--- src/rtl/blink_bcd_pkg.sv ---
// Shared types and seven-segment constants for the blink/BCD timer.
// Patterns are active-low, bit order gfedcba with bit 0 = segment a.
package blink_bcd_pkg;

  localparam int unsigned BCD_W = 4;
  localparam int unsigned SEG_W = 7;

  typedef logic [BCD_W-1:0] bcd_digit_t;

  localparam logic [SEG_W-1:0] SEG_0     = 7'h40;
  localparam logic [SEG_W-1:0] SEG_1     = 7'h79;
  localparam logic [SEG_W-1:0] SEG_2     = 7'h24;
  localparam logic [SEG_W-1:0] SEG_3     = 7'h30;
  localparam logic [SEG_W-1:0] SEG_4     = 7'h19;
  localparam logic [SEG_W-1:0] SEG_5     = 7'h12;
  localparam logic [SEG_W-1:0] SEG_6     = 7'h02;
  localparam logic [SEG_W-1:0] SEG_7     = 7'h78;
  localparam logic [SEG_W-1:0] SEG_8     = 7'h00;
  localparam logic [SEG_W-1:0] SEG_9     = 7'h10;
  localparam logic [SEG_W-1:0] SEG_BLANK = 7'h7F;

endpackage

--- src/rtl/blink_bcd_timer_seg7_dec.sv ---
// Single-digit BCD to active-low seven-segment decoder (purely combinational).
// Codes 10..15 decode to an all-off (blank) pattern.
module seg7_dec
  import blink_bcd_pkg::*;
(
  input  logic [3:0] bcd,
  output logic [6:0] seg_c
);

  always_comb begin
    seg_c = SEG_BLANK;
    case (bcd)
      4'd0: seg_c = SEG_0;
      4'd1: seg_c = SEG_1;
      4'd2: seg_c = SEG_2;
      4'd3: seg_c = SEG_3;
      4'd4: seg_c = SEG_4;
      4'd5: seg_c = SEG_5;
      4'd6: seg_c = SEG_6;
      4'd7: seg_c = SEG_7;
      4'd8: seg_c = SEG_8;
      4'd9: seg_c = SEG_9;
      default: seg_c = SEG_BLANK;
    endcase
  end

endmodule

--- src/rtl/blink_bcd_timer.sv ---
// Prescaled up/down BCD counter with blink output and seven-segment drive.
// Define BLINK_BCD_LEADING_BLANK_EN to blank leading zero digits.
module blink_bcd_timer
  import blink_bcd_pkg::*;
#(
  parameter int unsigned CLK_HZ      = 50_000_000,
  parameter int unsigned TICK_HZ     = 1,
  parameter int unsigned DIGITS      = 4,
  parameter int unsigned BLINK_TICKS = 1
) (
  input  logic                  CLK,
  input  logic                  RST,
  input  logic                  EN,
  input  logic                  CLR,
  input  logic                  UP,
  output logic                  GPIO0_D,
  output logic                  TICK,
  output logic                  WRAP,
  output logic [7*DIGITS-1:0]   nSEG
);

  localparam int unsigned DIV = CLK_HZ / TICK_HZ;
  localparam int unsigned PW  = $clog2(DIV);
  localparam int unsigned BW  = (BLINK_TICKS > 1) ? $clog2(BLINK_TICKS) : 1;

  logic [PW-1:0] presc;
  logic [BW-1:0] blink_cnt;
  bcd_digit_t    digits     [DIGITS];
  bcd_digit_t    digits_nxt [DIGITS];
  logic          carry;
  logic          wrap_nxt;
  logic          term;
  logic          blink_term;
  logic [DIGITS-1:0] blank;

  assign term       = (presc == PW'(DIV - 1));
  assign blink_term = (blink_cnt == BW'(BLINK_TICKS - 1));

  // Ripple carry/borrow through the digits; a carry out of the top is a wrap.
  always_comb begin
    carry = 1'b1;
    for (int k = 0; k < DIGITS; k++) begin
      digits_nxt[k] = digits[k];
      if (carry) begin
        if (UP) begin
          if (digits[k] >= 4'd9) begin
            digits_nxt[k] = 4'd0;
          end else begin
            digits_nxt[k] = digits[k] + 4'd1;
            carry         = 1'b0;
          end
        end else begin
          if (digits[k] == 4'd0) begin
            digits_nxt[k] = 4'd9;
          end else begin
            digits_nxt[k] = digits[k] - 4'd1;
            carry         = 1'b0;
          end
        end
      end
    end
    wrap_nxt = carry;
  end

  // CLR outranks EN and terminal count; the blink divider is reset-only.
  always_ff @(posedge CLK) begin
    if (RST) begin
      presc     <= '0;
      blink_cnt <= '0;
      GPIO0_D   <= 1'b0;
      TICK      <= 1'b0;
      WRAP      <= 1'b0;
      for (int k = 0; k < DIGITS; k++) digits[k] <= '0;
    end else if (CLR) begin
      presc <= '0;
      TICK  <= 1'b0;
      WRAP  <= 1'b0;
      for (int k = 0; k < DIGITS; k++) digits[k] <= '0;
    end else begin
      TICK <= 1'b0;
      WRAP <= 1'b0;
      if (EN) begin
        if (term) begin
          presc <= '0;
          TICK  <= 1'b1;
          WRAP  <= wrap_nxt;
          for (int k = 0; k < DIGITS; k++) digits[k] <= digits_nxt[k];
          if (blink_term) begin
            blink_cnt <= '0;
            GPIO0_D   <= ~GPIO0_D;
          end else begin
            blink_cnt <= blink_cnt + BW'(1);
          end
        end else begin
          presc <= presc + PW'(1);
        end
      end
    end
  end

`ifdef BLINK_BCD_LEADING_BLANK_EN
  logic seen_nz;

  // Blank zeros above the highest non-zero digit; digit 0 always shows.
  always_comb begin
    blank   = '0;
    seen_nz = 1'b0;
    for (int k = DIGITS - 1; k > 0; k--) begin
      if (digits[k] != 4'd0) seen_nz = 1'b1;
      blank[k] = ~seen_nz;
    end
  end
`else
  assign blank = '0;
`endif

  for (genvar k = 0; k < DIGITS; k++) begin : g_digit
    logic [6:0] seg_c;

    seg7_dec u_dec (
      .bcd   (digits[k]),
      .seg_c (seg_c)
    );

    assign nSEG[7*k +: 7] = blank[k] ? SEG_BLANK : seg_c;
  end

endmodule

--- config.mk ---
export PLATFORM = sky130hd
export DESIGN_NAME = blink_bcd_timer
export DESIGN_NICKNAME = d
export VERILOG_FILES = /design/src/rtl/blink_bcd_pkg.sv /design/src/rtl/blink_bcd_timer_seg7_dec.sv /design/src/rtl/blink_bcd_timer.sv
export SDC_FILE = /design/constraint.sdc
export NUM_CORES = 1
export LEC_CHECK = 0
export ABC_AREA = 1
export BUFFER_PORTS_ARGS = -buffer_cell sky130_fd_sc_hd__buf_2
export CAP_MARGIN = 20
export CORE_MARGIN = 10
export CORE_UTILIZATION = 60
export CTS_CLUSTER_SIZE = 8
export DETAILED_ROUTE_END_ITERATION = 16
export GPL_TIMING_DRIVEN = 0
export PLACE_DENSITY_LB_ADDON = 0.3
export SYNTH_ARGS = -nofsm -noshare
export SYNTH_HDL_FRONTEND = slang
export SYNTH_SLANG_ARGS = --single-unit
--- constraint.sdc ---
create_clock -name CLK -period 2.7 [get_ports CLK]
set_clock_uncertainty 0.05 [all_clocks]
set_input_delay 0.54 -clock CLK [delete_from_list [all_inputs] [get_ports CLK]]
set_output_delay 0.54 -clock CLK [all_outputs]
set_load 0.02 [all_outputs]
==> results of run 1 <==
==> registers in the layout, indices dropped and copies added (netlist names) <==
register / count
WRAP: 1
TICK: 1
digits: 16
presc: 26
GPIO0_D: 1
==> metal layers <==
metal / track usage (%) / part of all wire, % / vias up
met5: 0 / 0 / -
met2: 33.8 / 53 / 90
met3: 4.01 / 5.6 / 8
met4: 5.11 / 0.73 / 0
met1: 19.8 / 41 / 1572
li1: - / - / 1755
==> worst min path at each step <==
stage	end	startpoint	cells past startpoint
2_1_floorplan	presc[16]	presc[16]	2
3_3_place_gp	GPIO0_D	GPIO0_D	2
3_5_place_dp	presc[7]	presc[7]	2
4_1_cts	GPIO0_D	RST	3
5_1_grt	GPIO0_D	RST	3
6_report	GPIO0_D	RST	3
==> through the flow <==
stage / setup WS, ns / cell area, sq um / hold WS (ns) / util (%)
finish: 0.303 / 3770 / 0.465 / 68.5
global route: 0.202 / 3770 / 0.473 / 68.5
CTS: 0.315 / 3770 / 0.465 / 68.5
detailed placement: 0.520 / 3650 / 0.451 / 66.3
global placement: 0.546 / 3650 / 0.431 / 66.3
floorplan: 0.658 / 3390 / 0.411 / -
==> layout make-up <==
| cell class | count | area, sq um |
|---|---|---|
| flip-flops and latches | 45 | 1020 |
| clock inverters | 3 | 50.0 |
| multi-input cells | 383 | 2020 |
| inverters | 77 | 292 |
| clock buffers | 5 | 68.8 |
| plain buffers | 8 | 53.8 |
| well taps | 72 | 90.1 |
| fillers | 480 | 1730 |
| repair buffers | 35 | 175 |
==> synth_stat cells (all sizes together) (2+ instances only) <==
master,instances,area [sq um]
a21oi,33,169
a31oi,2,12.5
buf,7,50.1
ha,24,300
edfxtp,12,360
o22ai,3,18.8
dfxtp,33,661
o211ai,3,22.5
nand2,123,477
nand4,8,56.3
xnor2,5,43.8
xor2,5,43.8
inv,76,288
a211oi,6,45.0
nor2,80,323
nor3b,3,22.5
nand3,33,175
nor3,13,70.1
or2,2,12.5
o21ai,36,188
==> worst reg2reg max path: stages, from the launching register on <==
cell and delay [ns]:
edfxtp_1 0.51, inv_1 0.22, ha_1 0.24, nand2_2 0.10
nand2_1 0.08, nand2_1 0.05, nor2_1 0.12, nand3_2 0.16
nand3b_4 0.20, nand2_1 0.18
==> kinds of logic after synthesis <==
kind of cell	count (synthesis)	share of synthesized area [%]
adders and majority gates	24	8.86
xor gates and xnor gates	10	2.58
DFF	45	30.1
and+or+nand+nor	264	34.3
AOI/OAI and AO/OA	85	13.9
buffers and inverters	85	10.2
==> where the power goes <==
group,total [mW],switching [mW],leakage (nW),internal (mW)
combinational,0.381,0.256,1.27,0.126
sequential,0.726,0.0195,0.398,0.707
clock,0.545,0.261,0.0603,0.284
total,1.65,0.537,1.72,1.12
==> results.py, run 1 <==
metrics = {
    "placed_design": {
        "routabilityCongestion": 0.912,
        "post-place-cells": 620,
        "dpl.hpwl_um": 6280,
        "numPortBuffers": 35,
    },
    "critical_path": {
        "start_kind": "register",
        "endpoint": "nSEG[21]",
        "cp.depth": 5,
        "crit_fanout": 7,
        "r2r_slack_ns": 0.49,
        "cp.arrival_ns": 1.81,
        "cpLargestDelayFamily": "flip-flops",
        "startpoint": "digits[3][0]",
        "r2r-start": "digits[1][0]",
        "crit_buf_inv": 2,
        "cp_data_required_time_ns": 2.11,
        "path_common_cell": "o21ai_0",
        "crit_path_max_incr_delay_ns": 0.51,
        "timing.rr.end": "digits[3][0]",
        "crit_path_cell_trace": "inv_1, ha_1, o21ai_0, o21ai_0, buf_2",
        "r2r_cells": 9,
        "cp_slowest_cell": "edfxtp_1",
        "cp-end-kind": "output pin",
        "critPathKind": "register to output pin",
    },
    "clock_network": {
        "post_cts_resized": 0,
        "cts_tree": "built",
        "clock_path_buffers": 2,
        "clockRootBuffer": "clkbuf_8",
        "htreeDepth": 2,
        "numClockSinks": 45,
        "cts_buffers": 5,
        "cts_hold_buf": 0,
        "clkSlewWorstSetupHoldPaths_ns": 0.09,
        "clk_latency_ns": 0.31,
        "post_cts.repair.setup_buffers": 0,
    },
    "logic_synthesis": {
        "syn_area_per_cell_sq_um": 6.60,
        "yosys_warnings": 0,
        "syn_area_sq_um": 3390,
        "synth_nets": 542,
        "synth.distinct_cells": 39,
        "synth_seq_cells": 45,
        "synthFlopType": "dfxtp_1",
        "synth-edff-count": 12,
        "synthCells": 513,
        "yosysSeqAreaShare_pct": 30.1,
        "async_reset_ff_share_pct": 0,
    },
    "final_layout": {
        "diodes": 0,
        "final_cell_mix": "119 x nand2_1, 73 x inv_1, 73 x nor2_1, 39 x buf_2, 34 x o21ai_0",
        "area_delta_synth_final_pct": 11.3,
        "fin_nets": 584,
        "final_common_cell": "nand2_1",
        "drive_gt1_share_pct": 13.3,
        "layout.cells.non_filler": 628,
    },
    "power_and_ir_drop": {
        "powerDensity_nw_per_um2": 438,
        "p_leak_nw": 1.72,
        "power_mw": 1.65,
        "peakVddDrop_mv": 0.286,
    },
    "grt": {
        "grt_pass1_wl_um": 13700,
        "grt-ovfl-total": 0,
        "grt_pass1_vias": 3225,
        "grt_max_degree": 17,
        "antenna_found_initial": 0,
        "grt_use_total_pct": 18.1,
    },
    "floorplan": {
        "die_x_um": 95.1,
        "die_area_sq_um": 9050,
        "coreArea_sq_um": 5510,
        "die_h_um": 95.1,
        "num_rows": 27,
        "ios": 36,
        "start_util_pct": 61.5,
    },
    "sta": {
        "fin_tns_setup_ns": 0,
        "rsz0062_at_grt": "no",
        "final_max_slew_viol_count": 0,
        "hold_violations": 0,
        "maxSlewHeadroom_pct": 61.0,
        "fin_crit_sh_pct": 88.8,
        "fmax_ghz": 0.417,
        "setup_violations": 0,
        "worst_pin_slew_ns": 0.580,
        "fin_crit_ns": 2.40,
    },
    "detailed_routing": {
        "vias": 3425,
        "antenna_left": 0,
        "routedWlPerCell_um": 12.8,
        "drt-initial-drc-count": 191,
        "remaining_drc_errors": 0,
        "firstDrtPassIters": 5,
        "wl_um": 8060,
        "post_drt_via_cell_ratio": 5.45,
    },
    "run_status": {
        "outcome": "completed",
    },
    "worst_hold_path": {
        "min_path_type": "input port to register",
    },
    "run": {
        "cap_violations": 0,
    },
}
(Power assumes the default switching activity.)
==> inputs of run 2 (changes only) <==
--- a/config.mk
+++ b/config.mk
@@ -13,6 +13,7 @@
 export CTS_CLUSTER_SIZE = 8
 export DETAILED_ROUTE_END_ITERATION = 16
 export GPL_TIMING_DRIVEN = 0
+export MAX_ROUTING_LAYER = met4
 export PLACE_DENSITY_LB_ADDON = 0.3
 export SYNTH_ARGS = -nofsm -noshare
 export SYNTH_HDL_FRONTEND = slang
==> results.py, run 2 (same netlist as run 1, synthesis figures left out) <==
metrics = {
    "run_status": {
        "outcome": "completed",
    },
    "clock_network": {
        "post_cts.repair.setup_buffers": 0,
        "cts_tree": "built",
        "htreeDepth": 2,
        "cts_hold_buf": 0,
        "clk_latency_ns": 0.31,
        "cts_buffers": 5,
        "clkSlewWorstSetupHoldPaths_ns": 0.09,
        "post_cts_resized": 0,
        "clock_path_buffers": 2,
        "numClockSinks": 45,
        "clockRootBuffer": "clkbuf_8",
    },
    "floorplan": {
        "num_rows": 27,
        "die_h_um": 95.1,
        "start_util_pct": 61.5,
        "ios": 36,
        "die_area_sq_um": 9050,
        "coreArea_sq_um": 5510,
        "die_x_um": 95.1,
    },
    "detailed_routing": {
        "antenna_left": 0,
        "post_drt_via_cell_ratio": 5.51,
        "remaining_drc_errors": 0,
        "vias": 3460,
        "routedWlPerCell_um": 12.8,
        "wl_um": 8070,
        "drt-initial-drc-count": 203,
        "firstDrtPassIters": 5,
    },
    "sta": {
        "fmax_ghz": 0.417,
        "final_max_slew_viol_count": 0,
        "maxSlewHeadroom_pct": 61.2,
        "rsz0062_at_grt": "no",
        "worst_pin_slew_ns": 0.576,
        "fin_crit_ns": 2.40,
        "hold_violations": 0,
        "fin_tns_setup_ns": 0,
        "fin_crit_sh_pct": 88.7,
        "setup_violations": 0,
    },
    "grt": {
        "grt_pass1_vias": 3226,
        "grt_use_total_pct": 18.5,
        "grt-ovfl-total": 0,
        "grt_pass1_wl_um": 13700,
        "antenna_found_initial": 0,
        "grt_max_degree": 17,
    },
    "run": {
        "cap_violations": 0,
    },
    "final_layout": {
        "reg_top3": "presc: 26 flops, digits: 16 flops",
        "top_register": "presc",
        "fin_nets": 584,
        "final_util_pct": 68.5,
        "layout.cells.non_filler": 628,
        "largest_register_ffs": 26,
        "drive_gt1_share_pct": 13.3,
        "final_common_cell": "nand2_1",
        "final_area_sq_um": 3770,
        "final_cell_mix": "119 x nand2_1, 73 x inv_1, 73 x nor2_1, 39 x buf_2, 34 x o21ai_0",
        "diodes": 0,
        "area_delta_synth_final_pct": 11.3,
    },
    "critical_path": {
        "cp-end-kind": "output pin",
        "critPathKind": "register to output pin",
        "endpoint": "nSEG[21]",
        "r2r_slack_ns": 0.49,
        "r2r-start": "digits[1][0]",
        "timing.rr.end": "digits[3][0]",
        "cp.arrival_ns": 1.81,
        "r2r_cells": 9,
        "crit_fanout": 7,
        "cp_data_required_time_ns": 2.11,
        "startpoint": "digits[3][0]",
        "start_kind": "register",
    },
    "placed_design": {
        "routabilityCongestion": 0.928,
        "post-place-cells": 620,
        "dpl.hpwl_um": 6280,
        "placed_cell_area_sq_um": 3650,
        "numPortBuffers": 35,
    },
    "power_and_ir_drop": {
        "peakVddDrop_mv": 0.286,
        "p_leak_nw": 1.72,
        "power_mw": 1.65,
        "powerDensity_nw_per_um2": 438,
    },
    "worst_hold_path": {
        "min_path_type": "input port to register",
    },
}
==> run 2: cell counts in the layout (fill, tap and decap cells not counted) <==
Identical to the previous run, type by type.
==> run 2: worst max-delay path, stage by stage (launching register included) <==
cell	delay (ns)
edfxtp_1	0.51
inv_1	0.17
ha_1	0.29
o21ai_0	0.14
o21ai_0	0.19
buf_2	0.20
==> run 2: metrics by stage <==
| step | hold WS, ns | worst slack (ns) |
|---|---|---|
| 4_1_cts | 0.465 | 0.315 |
| 6_report | 0.467 | 0.304 |
| 5_1_grt | 0.476 | 0.205 |
| 2_1_floorplan | 0.411 | 0.658 |
| 3_5_place_dp | 0.451 | 0.520 |
| 3_3_place_gp | 0.431 | 0.546 |
==> run 2: area by class of cell <==
cell class	count	area, sq um
repair buffers	35	175
flip-flops and latches	45	1020
clock buffers	5	68.8
inverters	77	292
fillers	480	1730
clock inverters	3	50.0
well taps	72	90.1
plain buffers	8	53.8
multi-input cells	383	2020
==> run 2: how the worst min path moves through the flow <==
| stage | start | endpoint | slack [ns] | cells after the start |
|---|---|---|---|---|
| final | RST | GPIO0_D | 0.47 | 3 |
| after global routing | RST | GPIO0_D | 0.48 | 3 |
| after CTS | RST | GPIO0_D | 0.47 | 3 |
| after detailed placement | presc[7] | presc[7] | 0.45 | 2 |
| after global placement | GPIO0_D | GPIO0_D | 0.43 | 2 |
| after floorplan | presc[16] | presc[16] | 0.41 | 2 |
==> run 2: report_power, final <==
part	total [mW]	leakage, nW	internal (mW)	switching (mW)
Sequential	0.726	0.398	0.707	0.0195
Clock	0.545	0.0603	0.284	0.261
Combinational	0.382	1.27	0.126	0.256
Total	1.65	1.72	1.12	0.537
==> run 2: per-layer routing <==
layer	global-route usage, %	part of all wire, %	vias up
met5	-	0	-
met2	33.8	53	111
li1	-	-	1751
met3	3.53	5.9	11
met4	5.49	0.89	0
met1	19.8	40	1587
==> inputs of run 3 (changes only) <==
--- a/config.mk
+++ b/config.mk
@@ -6,10 +6,13 @@
 export NUM_CORES = 1
 export LEC_CHECK = 0
 export ABC_AREA = 1
+export ABC_CLOCK_PERIOD_IN_PS = 2700
 export BUFFER_PORTS_ARGS = -buffer_cell sky130_fd_sc_hd__buf_2
 export CAP_MARGIN = 20
+export CELL_PAD_IN_SITES_DETAIL_PLACEMENT = 1
+export CELL_PAD_IN_SITES_GLOBAL_PLACEMENT = 1
 export CORE_MARGIN = 10
-export CORE_UTILIZATION = 60
+export CORE_UTILIZATION = 42
 export CTS_CLUSTER_SIZE = 8
 export DETAILED_ROUTE_END_ITERATION = 16
 export GPL_TIMING_DRIVEN = 0
==> results.py, run 3 (same netlist as run 1, synthesis figures left out) <==
metrics = {
    "run_status": {
        "outcome": "completed",
    },
    "power_and_ir_drop": {
        "p_switching_uw": 529,
        "peakVddDrop_mv": 0.193,
        "p_int_mw": 1.07,
        "clkPwrFrac_pct": 30.2,
        "comb_power_share_pct": 24.4,
        "p_leak_nw": 1.72,
        "p_seq_share_pct": 45.4,
        "powerDensity_nw_per_um2": 421,
        "swShare_pct": 33.0,
    },
    "grt": {
        "grt-ovfl-total": 0,
        "grt_use_total_pct": 16.7,
        "grt_pass1_vias": 3550,
        "grt_pass1_wl_um": 16200,
        "grt_max_degree": 16,
        "antenna_found_initial": 0,
    },
    "detailed_routing": {
        "remaining_drc_errors": 0,
        "antenna_left": 0,
        "routedWlPerCell_um": 14.3,
        "firstDrtPassIters": 4,
        "wl_um": 9430,
        "post_drt_via_cell_ratio": 5.20,
        "vias": 3424,
        "drt-initial-drc-count": 40,
    },
    "critical_path": {
        "start_kind": "register",
        "crit_path_cell_trace": "inv_1, ha_1, ha_1, o21ai_0, buf_2",
        "path_common_cell": "ha_1",
        "cp.arrival_ns": 1.84,
        "crit_path_max_incr_delay_ns": 0.51,
        "cp_data_required_time_ns": 2.11,
        "cp_slowest_cell": "edfxtp_1",
        "r2r_cells": 9,
        "crit_fanout": 7,
        "critPathKind": "register to output pin",
        "r2r_slack_ns": 0.41,
        "cp-end-kind": "output pin",
    },
    "final_layout": {
        "final_cell_mix": "119 x nand2_1, 73 x inv_1, 73 x nor2_1, 39 x buf_2, 34 x o21ai_0",
        "fin_nets": 584,
        "top_register": "presc",
        "diodes": 0,
        "drive_gt1_share_pct": 13.3,
        "largest_register_ffs": 26,
        "layout.cells.non_filler": 658,
        "reg_top3": "presc: 26 flops, digits: 16 flops",
        "fill_cells": 1059,
        "area_delta_synth_final_pct": 12.2,
        "final_common_cell": "nand2_1",
    },
    "sta": {
        "hold_violations": 0,
        "fin_crit_ns": 2.43,
        "fin_tns_setup_ns": 0,
        "maxSlewHeadroom_pct": 62.6,
        "fin_crit_sh_pct": 90.1,
        "final_max_slew_viol_count": 0,
        "fmax_ghz": 0.411,
        "rsz0062_at_grt": "no",
        "worst_pin_slew_ns": 0.555,
        "setup_violations": 0,
    },
    "clock_network": {
        "post_cts.repair.setup_buffers": 0,
        "cts_hold_buf": 0,
        "clkSlewWorstSetupHoldPaths_ns": 0.09,
        "htreeDepth": 2,
        "cts_buffers": 5,
        "post_cts_resized": 0,
        "clk_latency_ns": 0.30,
        "cts_tree": "built",
        "clock_path_buffers": 2,
        "numClockSinks": 45,
        "clockRootBuffer": "clkbuf_8",
    },
    "floorplan": {
        "coreArea_sq_um": 7770,
        "start_util_pct": 43.6,
        "die_area_sq_um": 12100,
        "ios": 36,
        "die_x_um": 110,
        "num_rows": 32,
        "die_h_um": 110,
    },
    "run": {
        "cap_violations": 0,
    },
    "worst_hold_path": {
        "min_path_type": "register to register",
        "worstHoldPathCells": 2,
    },
    "placed_design": {
        "dpl.hpwl_um": 7720,
        "routabilityCongestion": 0.833,
        "post-place-cells": 650,
        "numPortBuffers": 35,
    },
}
[run 3: changes by cell type in the layout (fill, tap and decap cells not counted)]
cell	before	now
bufinv_16	1	0
clkbuf_16	0	1
clkinvlp_4	0	1
inv_8	1	0
[run 3: worst paths after layout]
check | startpoint | end
worst min register to register | presc[16] | presc[16]
worst min-delay path | presc[16] | presc[16]
worst max-delay path | digits[1][0] | nSEG[11]
worst max register to register | digits[1][0] | digits[3][0]
[run 3: cell type report]
class	instances	area (sq um)	area share, %
Tap cell	102	128	3.36
Multi-Input combinational cell	383	2020	53.2
Buffer	8	53.8	1.42
Sequential cell	45	1020	26.9
Inverter	77	292	7.67
Timing Repair Buffer	35	175	4.61
Clock buffer	6	93.8	2.47
Clock inverter	2	16.3	0.428
[run 3: per-layer routing]
layer / part of all wire (%) / GRT usage [%] / vias to the layer above / wire length (um)
met4: 1.3 / 4.09 / 0 / 127
met1: 44 / 19.1 / 1610 / 4120
met5: 0 / - / - / 0
met2: 51 / 29.8 / 49 / 4840
met3: 3.6 / 2.63 / 10 / 343
li1: - / - / 1755 / -
[run 3: through the flow]
stage                     worst slack (ns)  hold slack [ns]  area [sq um]  power (mW)  utilization [%]
final                                0.266            0.464          3800        1.60             48.9
after global placement               0.480            0.432          3690        1.12             47.5
after detailed placement             0.427            0.451          3690        1.14             47.5
after floorplan                      0.658            0.411          3390        1.01                -
after CTS                            0.241            0.465          3800        1.63             48.9
after global routing                 0.138            0.499          3800        1.70             48.9
[run 3: worst max-delay path, delay by kind of cell, from the launching register on]
kind                       cells  cell delay, ns
adders and majority gates      2            0.48
buffers and inverters          2            0.38
DFF                            1            0.51
AOI/OAI and AO/OA              1            0.18
[run 3: power by group through the flow]
stage          Sequential, mW  Combinational (mW)  Clock [mW]
2_1_floorplan           0.736               0.275           0
3_3_place_gp            0.742               0.381           0
3_5_place_dp            0.742               0.396           0
4_1_cts                 0.727               0.397       0.503
5_1_grt                 0.730               0.442       0.530
6_report                0.727               0.392       0.484
